--- config.mk ---
export PLATFORM = sky130hd
export DESIGN_NAME = writebuf_fsm_flat
export DESIGN_NICKNAME = d
export VERILOG_FILES = /design/src/rtl/writebuf_fsm_if.sv /design/src/rtl/writebuf_fsm.sv /design/src/flat_wrapper.sv
export SDC_FILE = /design/constraint.sdc
export NUM_CORES = 1
export LEC_CHECK = 0
export CORE_MARGIN = 1.5
export CORE_UTILIZATION = 53
export CTS_BUF_LIST = sky130_fd_sc_hd__clkbuf_2
export DETAILED_ROUTE_END_ITERATION = 10
export PLACE_DENSITY = 0.87
export SETUP_SLACK_MARGIN = 0.3
export SYNTH_ARGS = -nofsm -noshare
export SYNTH_HDL_FRONTEND = slang
export SYNTH_SLANG_ARGS = --single-unit
--- constraint.sdc ---
create_clock -name clk -period 2.8 [get_ports clk]
set_input_delay 0.42 -clock clk [delete_from_list [all_inputs] [get_ports clk]]
set_output_delay 0.42 -clock clk [all_outputs]
set_load 0.02 [all_outputs]
--- src/rtl/writebuf_fsm_if.sv ---
// AXI-stream ingress for the line-buffer write side: one character per beat.
interface writebuf_fsm_if;
  logic tvalid;
  logic tlast;
  logic tready;

  modport master (output tvalid, output tlast, input tready);
  modport slave  (input tvalid, input tlast, output tready);
endinterface

--- src/rtl/writebuf_fsm.sv ---
// Write-side line-buffer controller: streams beats into the current line and
// drops whole frames that find no free line or overrun the line capacity.
module writebuf_fsm #(
  parameter int MAX_CHARS    = 64,
  parameter int LEN_W        = 8,
  parameter int CNT_W        = 16,
  parameter bit DROP_ON_FULL = 1'b1
) (
  input  logic             clk,
  input  logic             rst,
  writebuf_fsm_if.slave    axis,
  input  logic             fullflag,
  output logic             wr_en,
  output logic             wr_char_incr,
  output logic             wr_newline,
  output logic             wr_rewind,
  output logic             busy,
  output logic [CNT_W-1:0] frm_cnt,
  output logic [CNT_W-1:0] drop_cnt
);

  typedef enum logic [1:0] {
    IDLE  = 2'd0,
    WRITE = 2'd1,
    DROP  = 2'd2
  } state_t;

  localparam logic [LEN_W-1:0] LAST_POS = LEN_W'(MAX_CHARS - 1);

  state_t           state, state_nxt;
  logic [LEN_W-1:0] len, len_nxt;
  logic             rdy, beat;
  logic             frm_inc, drop_inc;

  always_ff @(posedge clk or negedge rst) begin
    if (!rst) begin
      state <= IDLE;
      len   <= '0;
    end else begin
      state <= state_nxt;
      len   <= len_nxt;
    end
  end

  // Strobes are combinational so each beat is written in the cycle it is accepted.
  always_comb begin
    state_nxt    = state;
    len_nxt      = len;
    rdy          = 1'b0;
    wr_en        = 1'b0;
    wr_char_incr = 1'b0;
    wr_newline   = 1'b0;
    wr_rewind    = 1'b0;
    frm_inc      = 1'b0;
    drop_inc     = 1'b0;
    beat         = 1'b0;
    case (state)
      IDLE: begin
        rdy  = rst && (DROP_ON_FULL || !fullflag);
        beat = axis.tvalid && rdy;
        if (beat) begin
          if (fullflag) begin
            // Only reachable in drop mode: the frame is swallowed without strobes.
            if (axis.tlast) drop_inc  = 1'b1;
            else            state_nxt = DROP;
          end else begin
            wr_en = 1'b1;
            if (axis.tlast) begin
              wr_newline = 1'b1;
              frm_inc    = 1'b1;
            end else begin
              wr_char_incr = 1'b1;
              len_nxt      = LEN_W'(1);
              state_nxt    = WRITE;
            end
          end
        end
      end
      WRITE: begin
        rdy  = 1'b1;
        beat = axis.tvalid;
        if (beat) begin
          if (axis.tlast) begin
            wr_en      = 1'b1;
            wr_newline = 1'b1;
            frm_inc    = 1'b1;
            len_nxt    = '0;
            state_nxt  = IDLE;
          end else if (len < LAST_POS) begin
            wr_en        = 1'b1;
            wr_char_incr = 1'b1;
            len_nxt      = len + LEN_W'(1);
          end else begin
            // Line is full and the frame keeps going: discard the partial line.
            wr_rewind = 1'b1;
            len_nxt   = '0;
            state_nxt = DROP;
          end
        end
      end
      DROP: begin
        rdy  = 1'b1;
        beat = axis.tvalid;
        if (beat && axis.tlast) begin
          drop_inc  = 1'b1;
          state_nxt = IDLE;
        end
      end
      default: begin
        state_nxt = IDLE;
        len_nxt   = '0;
      end
    endcase
  end

  assign axis.tready = rdy;
  assign busy        = (state != IDLE);

  always_ff @(posedge clk or negedge rst) begin
    if (!rst) begin
      frm_cnt  <= '0;
      drop_cnt <= '0;
    end else begin
      if (frm_inc && (frm_cnt != '1))   frm_cnt  <= frm_cnt + CNT_W'(1);
      if (drop_inc && (drop_cnt != '1)) drop_cnt <= drop_cnt + CNT_W'(1);
    end
  end

endmodule

--- src/flat_wrapper.sv ---
// flat-port wrapper written by rule: the top's interface ports become plain ports
module writebuf_fsm_flat 
#(
  parameter int MAX_CHARS    = 64,
  parameter int LEN_W        = 8,
  parameter int CNT_W        = 16,
  parameter bit DROP_ON_FULL = 1'b1
)
  (clk, rst, fullflag, wr_en, wr_char_incr, wr_newline, wr_rewind, busy, frm_cnt, drop_cnt, axis_tvalid, axis_tlast, axis_tready);
  writebuf_fsm_if axis_i ();
  input  logic clk;
  input  logic rst;
  input  logic fullflag;
  output logic wr_en;
  output logic wr_char_incr;
  output logic wr_newline;
  output logic wr_rewind;
  output logic busy;
  output logic [CNT_W-1:0] frm_cnt;
  output logic [CNT_W-1:0] drop_cnt;
  input wire logic [$bits(axis_i.tvalid)-1:0] axis_tvalid;
  input wire logic [$bits(axis_i.tlast)-1:0] axis_tlast;
  output wire logic [$bits(axis_i.tready)-1:0] axis_tready;
  assign axis_i.tvalid = axis_tvalid;
  assign axis_i.tlast = axis_tlast;
  assign axis_tready = axis_i.tready;
  writebuf_fsm #(.MAX_CHARS(MAX_CHARS), .LEN_W(LEN_W), .CNT_W(CNT_W), .DROP_ON_FULL(DROP_ON_FULL)) u_core (.clk(clk), .rst(rst), .axis(axis_i), .fullflag(fullflag), .wr_en(wr_en), .wr_char_incr(wr_char_incr), .wr_newline(wr_newline), .wr_rewind(wr_rewind), .busy(busy), .frm_cnt(frm_cnt), .drop_cnt(drop_cnt));
endmodule
======== Word level (Yosys, flattened, before mapping) ========
Cells that the tools add are included.
operators by class
  multipliers ............................. 0
  $lt $le $gt $ge ......................... 1
  bitwise gates (word level) .............. 1
  multiplexer cells ....................... 42
  divide/modulo/power cells ............... 0
  shift operators ......................... 0
  reduce and logical (&&, ||, !) cells .... 9
  eq/ne operators ......................... 10
  add/sub/neg operators ................... 3
operators with widths
  cell                                                   number
  two-way mux 8 bit                                      6
  adder 16 x 1 -> 16 bit, second input constant          2
  inequality test 16 bit, second input constant          2
  one-hot mux 8 bit (3 select lines)                     1
  two-way mux 1 bit                                      21
  two-way mux 2 bit                                      8
  one-hot mux 1 bit (2 select lines)                     5
  AND reduction 5 bit                                    2
  adder 8 x 1 -> 8 bit, second input constant            1
  < comparator 8 x 6 -> 1 bit, second input constant     1
  inequality test 2 bit, second input constant           3
  one-hot mux 2 bit (3 select lines)                     1
  logical AND 1 bit                                      4
  inequality test 2 x 1 -> 1 bit, second input constant  2
  inequality test 3 bit, second input constant           1
  == test 2 x 1 -> 1 bit, second input constant          1
  == test 2 bit, second input constant                   1
  logical NOT 2 bit                                      1
  nonzero test 2 bit                                     1
  OR reduction 2 bit                                     1
  inverter 1 bit                                         1
word-level totals
  memories ................................ 0
  logic and storage cells ................. 70
  bits in writable memories ............... 0
  memory bits (read-only) ................. 0
  flip-flop bits (word level) ............. 42
  output and inout port bits .............. 38
  input bits .............................. 5
  latch bits .............................. 0

======== Depth between registers and ports, before layout ========
Gate-level depths: netlist of run 1.
  depth in word-level cells ............... 5
  gate-level depth with buffers ........... 8
  gate-level depth less buffers ........... 7

======== Worst setup path before layout of run 1 ========
Ideal clock, no wire load.
  path kind ............................... register to output
  from .................................... reg u_core.state[1]
  to ...................................... out wr_char_incr
  data arrival time ....................... 1767 ps
  buffers on the path ..................... 0
  slack ................................... 613 ps
  stages on the path, launching flop included .. 6
  required time ........................... 2380 ps
  path through ............................ dfrtp_1 -> inv_1 -> ha_1 -> or4b_1 -> a31oi_1 -> o21a_1
between the ends
  longest elaborated chain between the ends .. 2
  elaborated cells on any way between the ends .. 3
  those cells by class .................... eq/ne (1); mux (1); reduce/logical (1)
RTL lines
  what                                                         RTL line            text
  from (decl)                                                  writebuf_fsm.sv:30  state_t state, state_nxt;
  from (signal assigned)                                       writebuf_fsm.sv:40  state <= state_nxt;
  == test 2 x 1 -> 1 bit or logical NOT 2 bit (tied branches)  writebuf_fsm.sv:57  case (state)
  one-hot mux 1 bit (2 select lines) (*)                       writebuf_fsm.sv:57
  to (decl)                                                    flat_wrapper.sv:15  output logic wr_char_incr;
Mark *: on every way between the ends. The rest lies on a longest branch, timed or not.

======== Final worst setup path of run 1 ========
Ends and elaborated chain as after synthesis.

==> results.json, run 1 <==
{
  "antenna_cells": 0,
  "post-route-drc-count": 0,
  "ant_nets": 0,
  "synth_xor_area_share_pct": 10.8,
  "clock_skew_ns": 0.0235,
  "die_h_microns": 67.3,
  "r2r-end": "u_core.frm_cnt[15]$_DFFE_PN0P_",
  "yosysUniqueCellTypes": 48,
  "cap_violations": 0,
  "ys.flop_type": "dfrtp_1",
  "cp_top_family": "simple AND/OR/NAND/NOR gates",
  "layout_commonest_cell": "dfrtp_1",
  "dieWidth_microns": 67.3,
  "startpoint": "u_core.state[1]$_DFFE_PN0P_",
  "grt_pass1_vias": 1791,
  "portBuffers": 42,
  "grt.total_usage_pct": 24.0,
  "status": "finished clean",
  "reg2reg_from": "u_core.state[0]$_DFFE_PN0P_",
  "dp_cells": 312,
  "clkPwrFrac_pct": 13.8,
  "via_per_inst": 5.58,
  "layout.cells.non_filler": 330,
  "worst_ep_arrival_time_ns": 2.05,
  "rr_worst_depth": 7,
  "nFillCells": 340,
  "ioPinCount": 43,
  "synth_area_leaders": "dfrtp_1, xnor2_1, xor2_1",
  "hp-class": "primary input to asynchronous set/reset pin",
  "areaGrowthSynthToFinish_pct": 31.2,
  "grt-ovfl-total": 0,
  "setup_ws_ns": 0.331,
  "cts_sinks": 42,
  "coreArea_sq_um": 4000,
  "path_cells": "inv_1, ha_1, or4b_4, a31oi_2, o21a_1, buf_4",
  "synth-compound-area-share_pct": 10.9,
  "antenna_found_initial": 0,
  "synth-edff-count": 0,
  "routabilityCongestion": 0.800,
  "synth-seq-cells": 42,
  "vias": 1841,
  "synth_top_cell_by_area": "dfrtp_1",
  "switching_share_pct": 38.1,
  "clock_path_buffers": 2,
  "hold_ws_ns": 0.426,
  "finalSetupViolations": 0,
  "fin_crit_sh_pct": 88.2,
  "finalInstanceArea_sq_um": 2880,
  "intPower_mw": 1.10,
  "final_cell_mix": "dfrtp_1, clkdlybuf4s50_1, nor2_1",
  "rsz0062_at_grt": "yes",
  "synth_nets": 225,
  "critical_path_required_ns": 2.38,
  "pre_cts_slack_ns": -0.0408,
  "synth-adder-area-share_pct": 4.00,
  "combPwrFrac_pct": 42.8,
  "cp_num_cells": 6,
  "netlist.area_leader.share_pct": 47.9,
  "firstDrtPassIters": 5,
  "cp_max_fo": 3,
  "drv_slew": 0,
  "synth_area_sq_um": 2190,
  "cpPeakStageDelay_ns": 0.48,
  "leakage_nw": 1.34,
  "hold_violations": 0,
  "clk_pin_slew_ns": 0.19,
  "wl_per_cell_microns": 14.9,
  "yosys.area_share.simple_pct": 23.2,
  "setup.worst_path.class": "flip-flop to output port",
  "drive_above_1_share_pct": 14.6,
  "rows": 23,
  "worst_setup_path_start_kind": "flip-flop",
  "htree_levels": 2,
  "async_flop_share_pct": 100,
  "cts_inserted_buffers": 5,
  "pwr-share-seq_pct": 43.5,
  "min_period_ns": 2.47,
  "final_nets": 292,
  "place_area_sq_um": 2720,
  "start_util_pct": 54.8,
  "r2r_slack_ns": 0.67,
  "synthMuxAreaShare_pct": 1.48,
  "postSynthAreaPerCell_sq_um": 10.3,
  "fmax_ghz": 0.405,
  "cp_slowest_cell": "or4b_4",
  "drt_iter0_markers": 105,
  "tightest_slew_ns": 0.517,
  "cts-root-buf": "clkbuf_2",
  "clkLatencyLatePin_ns": 0.39,
  "cts_tree": "yes",
  "drt-total-wl_microns": 4930,
  "die-area_sq_um": 4530,
  "ys.warnings.count": 0,
  "relSlewSlack_pct": 65.5,
  "critPathBufInv": 2,
  "hpwl_microns": 3450,
  "end_kind": "output port",
  "vdd_drop_max_uv": 438,
  "p_sw_uw": 676,
  "synthCells": 213,
  "grt_pass1_wl_microns": 8140,
  "pwr_density_cell_nw_per_um2": 617,
  "grt_max_degree": 17,
  "synth_top_family_by_area": "simple AND/OR/NAND/NOR gates",
  "ys_seq_area_share_pct": 47.9
}
## flip-flops by register name, indices dropped and copies added (netlist names)
| name | flops |
|---|---|
| u_core.state | 2 |
| u_core.frm_cnt | 16 |
| u_core.drop_cnt | 16 |
| u_core.len | 8 |
## through the flow
stage / util, % / power [mW] / setup TNS (ns)
global route: 71.9 / 1.91 / 0
global placement: 68.1 / 1.46 / 0
floorplan: - / 1.19 / 0
detailed placement: 68.1 / 1.48 / -0.0408
finish: 71.9 / 1.78 / 0
CTS: 71.0 / 1.75 / 0
## area by class of cell
cell class | count | area (sq um) | share of cell area, %
inverters | 8 | 30.0 | 1.04
multi-input cells | 162 | 1130 | 39.3
repair buffers | 61 | 567 | 19.7
clock inverters | 2 | 10.0 | 0.348
clock buffers | 5 | 25.0 | 0.870
well taps | 50 | 62.6 | 2.18
flip-flops and latches | 42 | 1050 | 36.6
## power groups by stage
stage / Sequential [mW] / Combinational, mW / Clock, mW
after floorplan: 0.834 / 0.354 / 0
after global placement: 0.779 / 0.677 / 0
after detailed placement: 0.784 / 0.697 / 0
after CTS: 0.768 / 0.734 / 0.252
after global routing: 0.784 / 0.850 / 0.281
final: 0.771 / 0.759 / 0.245
## synthesized netlist by cell type, types with 6 or more instances
master     n
nand2b_1   6
o21ai_0    9
dfrtp_1   42
xor2_1    13
nand3_1   11
and3_1     9
nand2_1   14
nor2_1    18
xnor2_1   14
inv_1      8
ha_1       7
## kinds of logic after synthesis
kind of cell    after synthesis
compound gates               34
xor+xnor                     27
fa+ha+maj                     7
buf+inv                       9
flops                        42
mux                           3
simple gates                 91
## timing repair
item	4_1_cts	5_1_grt
gates resized for setup	13	8
hold buffers	5	0
setup buffers	3	3
hold endpoints to repair	3	0
endpoints found under the setup margin	5	6
pin swaps	0	1
## per-layer routing
layer  vias up  part of all wire (%)  global-route usage [%]
met4         0                   2.6                    10.7
met5         -                     0                       0
li1        896                     -                       -
met2        44                    48                    35.9
met3        17                   3.8                    6.33
met1       884                    45                    32.8
## worst max-delay path by stage
stage              endpoint
2_1_floorplan  wr_char_incr
3_3_place_gp   wr_char_incr
3_5_place_dp   wr_char_incr
4_1_cts        wr_char_incr
5_1_grt        wr_char_incr
6_report       wr_char_incr
## worst reg2reg max path, cell delays in order (launching register included)
cell,delay [ns]
dfrtp_1,0.45
inv_1,0.12
ha_2,0.28
and3b_4,0.23
o21bai_4,0.08
or4b_4,0.55
or2_1,0.23
xnor2_1,0.12
No activity file was read; power rests on OpenSTA's default activity.
==> run 2, diff against run 1 <==
Settings changed: HOLD_SLACK_MARGIN set to 0.02, PLACE_DENSITY 0.87 to 0.91.
==> results.json, run 2 (synthesis results as in run 1) <==
{
  "tns_ns": 0,
  "fin_crit_sh_pct": 86.5,
  "clock_skew_ns": 0.0102,
  "worst_setup_path_start_kind": "flip-flop",
  "cts-root-buf": "clkbuf_2",
  "pre_cts_slack_ns": 0.00934,
  "start_util_pct": 54.8,
  "grt_pass1_vias": 1691,
  "drv_slew": 0,
  "drt-total-wl_microns": 4730,
  "die-area_sq_um": 4530,
  "post-route-drc-count": 0,
  "rr_worst_depth": 7,
  "relSlewSlack_pct": 67.6,
  "tightest_slew_ns": 0.485,
  "clkLatencyLatePin_ns": 0.40,
  "cts_inserted_buffers": 5,
  "status": "finished clean",
  "leakage_nw": 1.31,
  "worst_ep_arrival_time_ns": 2.00,
  "final_cell_mix": "dfrtp_1, clkdlybuf4s50_1, nor2_1",
  "vdd_drop_max_uv": 596,
  "drive_above_1_share_pct": 13.9,
  "grt-ovfl-total": 0,
  "via_per_inst": 5.54,
  "drt_iter0_markers": 102,
  "reg.largest.list": "u_core.drop_cnt (16), u_core.frm_cnt (16), u_core.len (8)",
  "rsz0062_at_grt": "yes",
  "dieWidth_microns": 67.3,
  "finalInstanceArea_sq_um": 2820,
  "cpPeakStageDelay_ns": 0.47,
  "cts_tree": "yes",
  "path_cells": "inv_2, ha_1, or4b_4, a31oi_2, o21a_1, buf_4",
  "cap_violations": 0,
  "hpwl_microns": 3390,
  "die_h_microns": 67.3,
  "cts_sinks": 42,
  "cp_slowest_cell": "or4b_4",
  "place_area_sq_um": 2720,
  "routabilityCongestion": 0.822,
  "hold_violations": 0,
  "nFillCells": 309,
  "fmax_ghz": 0.413,
  "htree_levels": 2,
  "finalSetupViolations": 0,
  "cp_num_cells": 6,
  "portBuffers": 42,
  "vias": 1791,
  "cp_max_fo": 3,
  "hp-class": "primary input to asynchronous set/reset pin",
  "final_nets": 284,
  "grt_pass1_wl_microns": 7580,
  "dp_cells": 311,
  "layout_commonest_cell": "dfrtp_1",
  "ant_nets": 0,
  "end_kind": "output port",
  "ioPinCount": 43,
  "areaGrowthSynthToFinish_pct": 28.7,
  "grt.total_usage_pct": 22.3,
  "antenna_cells": 0,
  "layout.cells.non_filler": 323,
  "wl_per_cell_microns": 14.6,
  "firstDrtPassIters": 4,
  "cp_top_family": "simple AND/OR/NAND/NOR gates",
  "coreArea_sq_um": 4000,
  "clk_pin_slew_ns": 0.21,
  "critical_path_required_ns": 2.38,
  "min_period_ns": 2.42,
  "antenna_found_initial": 0,
  "critPathBufInv": 2,
  "setup_ws_ns": 0.377,
  "clock_path_buffers": 2,
  "grt_max_degree": 29,
  "pwr_density_cell_nw_per_um2": 625,
  "rows": 23,
  "setup.worst_path.class": "flip-flop to output port"
}
-- run 2: metrics by stage --
stage	total power, mW	hold slack (ns)	util, %
global placement	1.45	0.331	67.9
CTS	1.77	0.0924	70.1
global route	1.88	0.0745	70.5
detailed placement	1.48	0.339	67.9
finish	1.76	0.101	70.5
floorplan	1.19	0.124	-
-- run 2: timing repair --
item | 4_1_cts | 5_1_grt
endpoints found under the setup margin | 5 | 4
hold endpoints to repair | 9 | 0
buffers inserted | 2 | 0
gates resized for setup | 14 | 13
pin swaps | 1 | 2
hold buffers | 2 | 0
-- run 2: area by class of cell --
class / instances / area (sq um) / area share (%)
clock buffers: 6 / 30.0 / 1.06
clock inverters: 2 / 13.8 / 0.488
multi-input cells: 162 / 1140 / 40.4
inverters: 8 / 30.0 / 1.06
repair buffers: 53 / 494 / 17.5
flip-flops and latches: 42 / 1050 / 37.3
well taps: 50 / 62.6 / 2.22
-- run 2: path summary, 6_finish.rpt --
| kind | from | endpoint | slack [ns] |
|---|---|---|---|
| setup / recovery | u_core.state[1]$_DFFE_PN0P_ | wr_char_incr | 0.38 |
| hold / removal | rst | u_core.drop_cnt[9]$_DFFE_PN0P_ | 0.10 |
| setup reg to reg | u_core.state[0]$_DFFE_PN0P_ | u_core.frm_cnt[15]$_DFFE_PN0P_ | 0.67 |
| hold reg to reg | u_core.drop_cnt[9]$_DFFE_PN0P_ | u_core.drop_cnt[9]$_DFFE_PN0P_ | 0.51 |
| max in group asynchronous | rst | u_core.frm_cnt[13]$_DFFE_PN0P_ | 1.89 |
| min in group clk | u_core.drop_cnt[9]$_DFFE_PN0P_ | u_core.drop_cnt[9]$_DFFE_PN0P_ | 0.51 |
-- run 2: layer usage --
metal  vias up  wire, microns  global-route usage [%]
met5         -              0                       0
met4         0             85                    8.42
met3         9            236                    5.67
met2        36           2280                    36.1
met1       869           2130                    28.7
li1        877              -                       -
-- run 2: power breakdown --
group,internal [mW],total [mW],switching (mW)
sequential,0.682,0.771,0.0892
clock,0.0659,0.266,0.200
combinational,0.339,0.726,0.387
total,1.09,1.76,0.677
==> run 3, diff against run 2 <==
Settings changed: CORE_MARGIN 1.5 to unset, REMOVE_ABC_BUFFERS set to 1.
==> results.json, run 3 (synthesis results as in run 1) <==
{
  "cts-root-buf": "clkbuf_2",
  "min_period_ns": 2.45,
  "r2r-end": "u_core.drop_cnt[15]$_DFFE_PN0P_",
  "clk_pin_slew_ns": 0.21,
  "fmax_ghz": 0.408,
  "finalSetupViolations": 0,
  "final_cell_mix": "dfrtp_1, clkdlybuf4s50_1, nor2_1",
  "drt-total-wl_microns": 4920,
  "cp_max_fo": 5,
  "rsz0062_at_grt": "yes",
  "fin_crit_sh_pct": 87.5,
  "clock_skew_ns": 0.0220,
  "drive_above_1_share_pct": 14.3,
  "drt_iter0_markers": 104,
  "post-route-drc-count": 2,
  "start_util_pct": 55.2,
  "cts_tree": "yes",
  "worst_ep_arrival_time_ns": 2.03,
  "tightest_slew_ns": 0.449,
  "wl_per_cell_microns": 15.2,
  "pwr-share-seq_pct": 41.8,
  "antenna_found_initial": 0,
  "layout_commonest_cell": "dfrtp_1",
  "final_nets": 285,
  "ant_nets": 0,
  "setup.worst_path.class": "flip-flop to output port",
  "drv_slew": 0,
  "switching_share_pct": 36.4,
  "grt_pass1_vias": 1759,
  "hpwl_microns": 3510,
  "grt_pass1_wl_microns": 7870,
  "dieWidth_microns": 66.3,
  "reg.largest.list": "u_core.drop_cnt (16), u_core.frm_cnt (16), u_core.len (8)",
  "dp_cells": 312,
  "end_kind": "output port",
  "die-area_sq_um": 4400,
  "die_h_microns": 66.3,
  "hold_violations": 0,
  "cts_inserted_buffers": 5,
  "areaGrowthSynthToFinish_pct": 31.2,
  "htree_levels": 2,
  "cts_sinks": 42,
  "antenna_cells": 0,
  "ioPinCount": 43,
  "grt.total_usage_pct": 24.1,
  "p_sw_uw": 679,
  "via_per_inst": 5.60,
  "worst_setup_path_start_kind": "flip-flop",
  "grt-ovfl-total": 0,
  "relSlewSlack_pct": 70.1,
  "routabilityCongestion": 0.884,
  "pwr_density_cell_nw_per_um2": 649,
  "cap_violations": 0,
  "leakage_nw": 1.32,
  "reg2reg_from": "u_core.state[0]$_DFFE_PN0P_",
  "clkLatencyLatePin_ns": 0.40,
  "firstDrtPassIters": 7,
  "intPower_mw": 1.19,
  "rows": 23,
  "rr_worst_depth": 7,
  "critical_path_required_ns": 2.38,
  "hold_ws_ns": 0.380,
  "combPwrFrac_pct": 40.5,
  "clkPwrFrac_pct": 17.7,
  "layout.cells.non_filler": 323,
  "status": "complete, but fails checks",
  "grt_max_degree": 16,
  "vias": 1810,
  "violations": "DRC",
  "hp-class": "primary input to asynchronous set/reset pin",
  "coreArea_sq_um": 3970,
  "r2r_slack_ns": 0.64,
  "portBuffers": 42,
  "nFillCells": 297,
  "vdd_drop_max_uv": 364,
  "clock_path_buffers": 2
}
==> run 3: changes by cell type in the layout (fill, tap and decap cells not counted), sizes merged <==
cell         change
buf              +2
bufinv           +1
clkbuf           -1
clkinv           -1
dlygate4sd3      -1
==> run 3: timing repair <==
| item | CTS | global route |
|---|---|---|
| endpoints found under the hold margin | 4 | 0 |
| pin swaps | 0 | 3 |
| setup endpoints to repair | 4 | 5 |
| gates cloned | 0 | 0 |
| resized for setup | 11 | 21 |
| hold buffers | 1 | 0 |
| setup buffers | 0 | 3 |
==> run 3: worst max path at each step <==
stage / from / end / slack, ns / cells after the start
floorplan: u_core.state[1]$_DFFE_PN0P_ / wr_char_incr / 0.61 / 5
global placement: axis_tlast / wr_char_incr / -0.03 / 5
detailed placement: axis_tlast / wr_char_incr / -0.009 / 5
CTS: u_core.len[0]$_DFFE_PN0P_ / wr_en / 0.10 / 6
global route: u_core.len[0]$_DFFE_PN0P_ / wr_en / 0.18 / 6
finish: u_core.len[0]$_DFFE_PN0P_ / wr_en / 0.35 / 6
==> run 3: area by class of cell <==
| type | instances | area, sq um | share of cell area, % |
|---|---|---|---|
| Tap cell | 50 | 62.6 | 2.18 |
| Multi-Input combinational cell | 162 | 1170 | 40.7 |
| Clock buffer | 5 | 25.0 | 0.870 |
| Timing Repair Buffer | 54 | 503 | 17.5 |
| Sequential cell | 42 | 1050 | 36.6 |
| Clock inverter | 2 | 33.8 | 1.17 |
| Inverter | 8 | 30.0 | 1.04 |
==> run 3: worst max-delay path: stages, from the launching register on <==
cell and delay [ns]:
dfrtp_1 0.45, ha_1 0.25, and3_4 0.22, a311oi_4 0.29, o21ai_1 0.11, a21boi_1 0.16, buf_4 0.17
==> run 3: metal layers <==
metal / vias to the layer above / wire length, microns / global-route usage, % / part of all wire, %
li1: 880 / - / - / -
met1: 876 / 2110 / 30.2 / 43
met2: 52 / 2550 / 39.9 / 52
met3: 2 / 228 / 6.55 / 4.6
met4: 0 / 21 / 8.24 / 0.43
met5: - / 0 / 0 / 0
==> run 3: power groups by stage <==
stage                     registers [mW]  logic [mW]  clock network, mW
after floorplan                    0.834       0.345                  0
after global placement             0.778       0.676                  0
after detailed placement           0.784       0.697                  0
after CTS                          0.773       0.702              0.340
after global routing               0.794       0.824              0.370
final                              0.779       0.756              0.330
==> run 3: stage by stage <==
stage,power [mW],TNS [ns],instance area [sq um],setup slack (ns),utilization [%]
2_1_floorplan,1.18,0,2180,0.613,-
3_3_place_gp,1.45,-0.0260,2720,-0.0260,68.6
6_report,1.87,0,2880,0.350,72.4
5_1_grt,1.99,0,2880,0.179,72.4
3_5_place_dp,1.48,-0.00898,2720,-0.00898,68.6
4_1_cts,1.82,0,2800,0.105,70.5
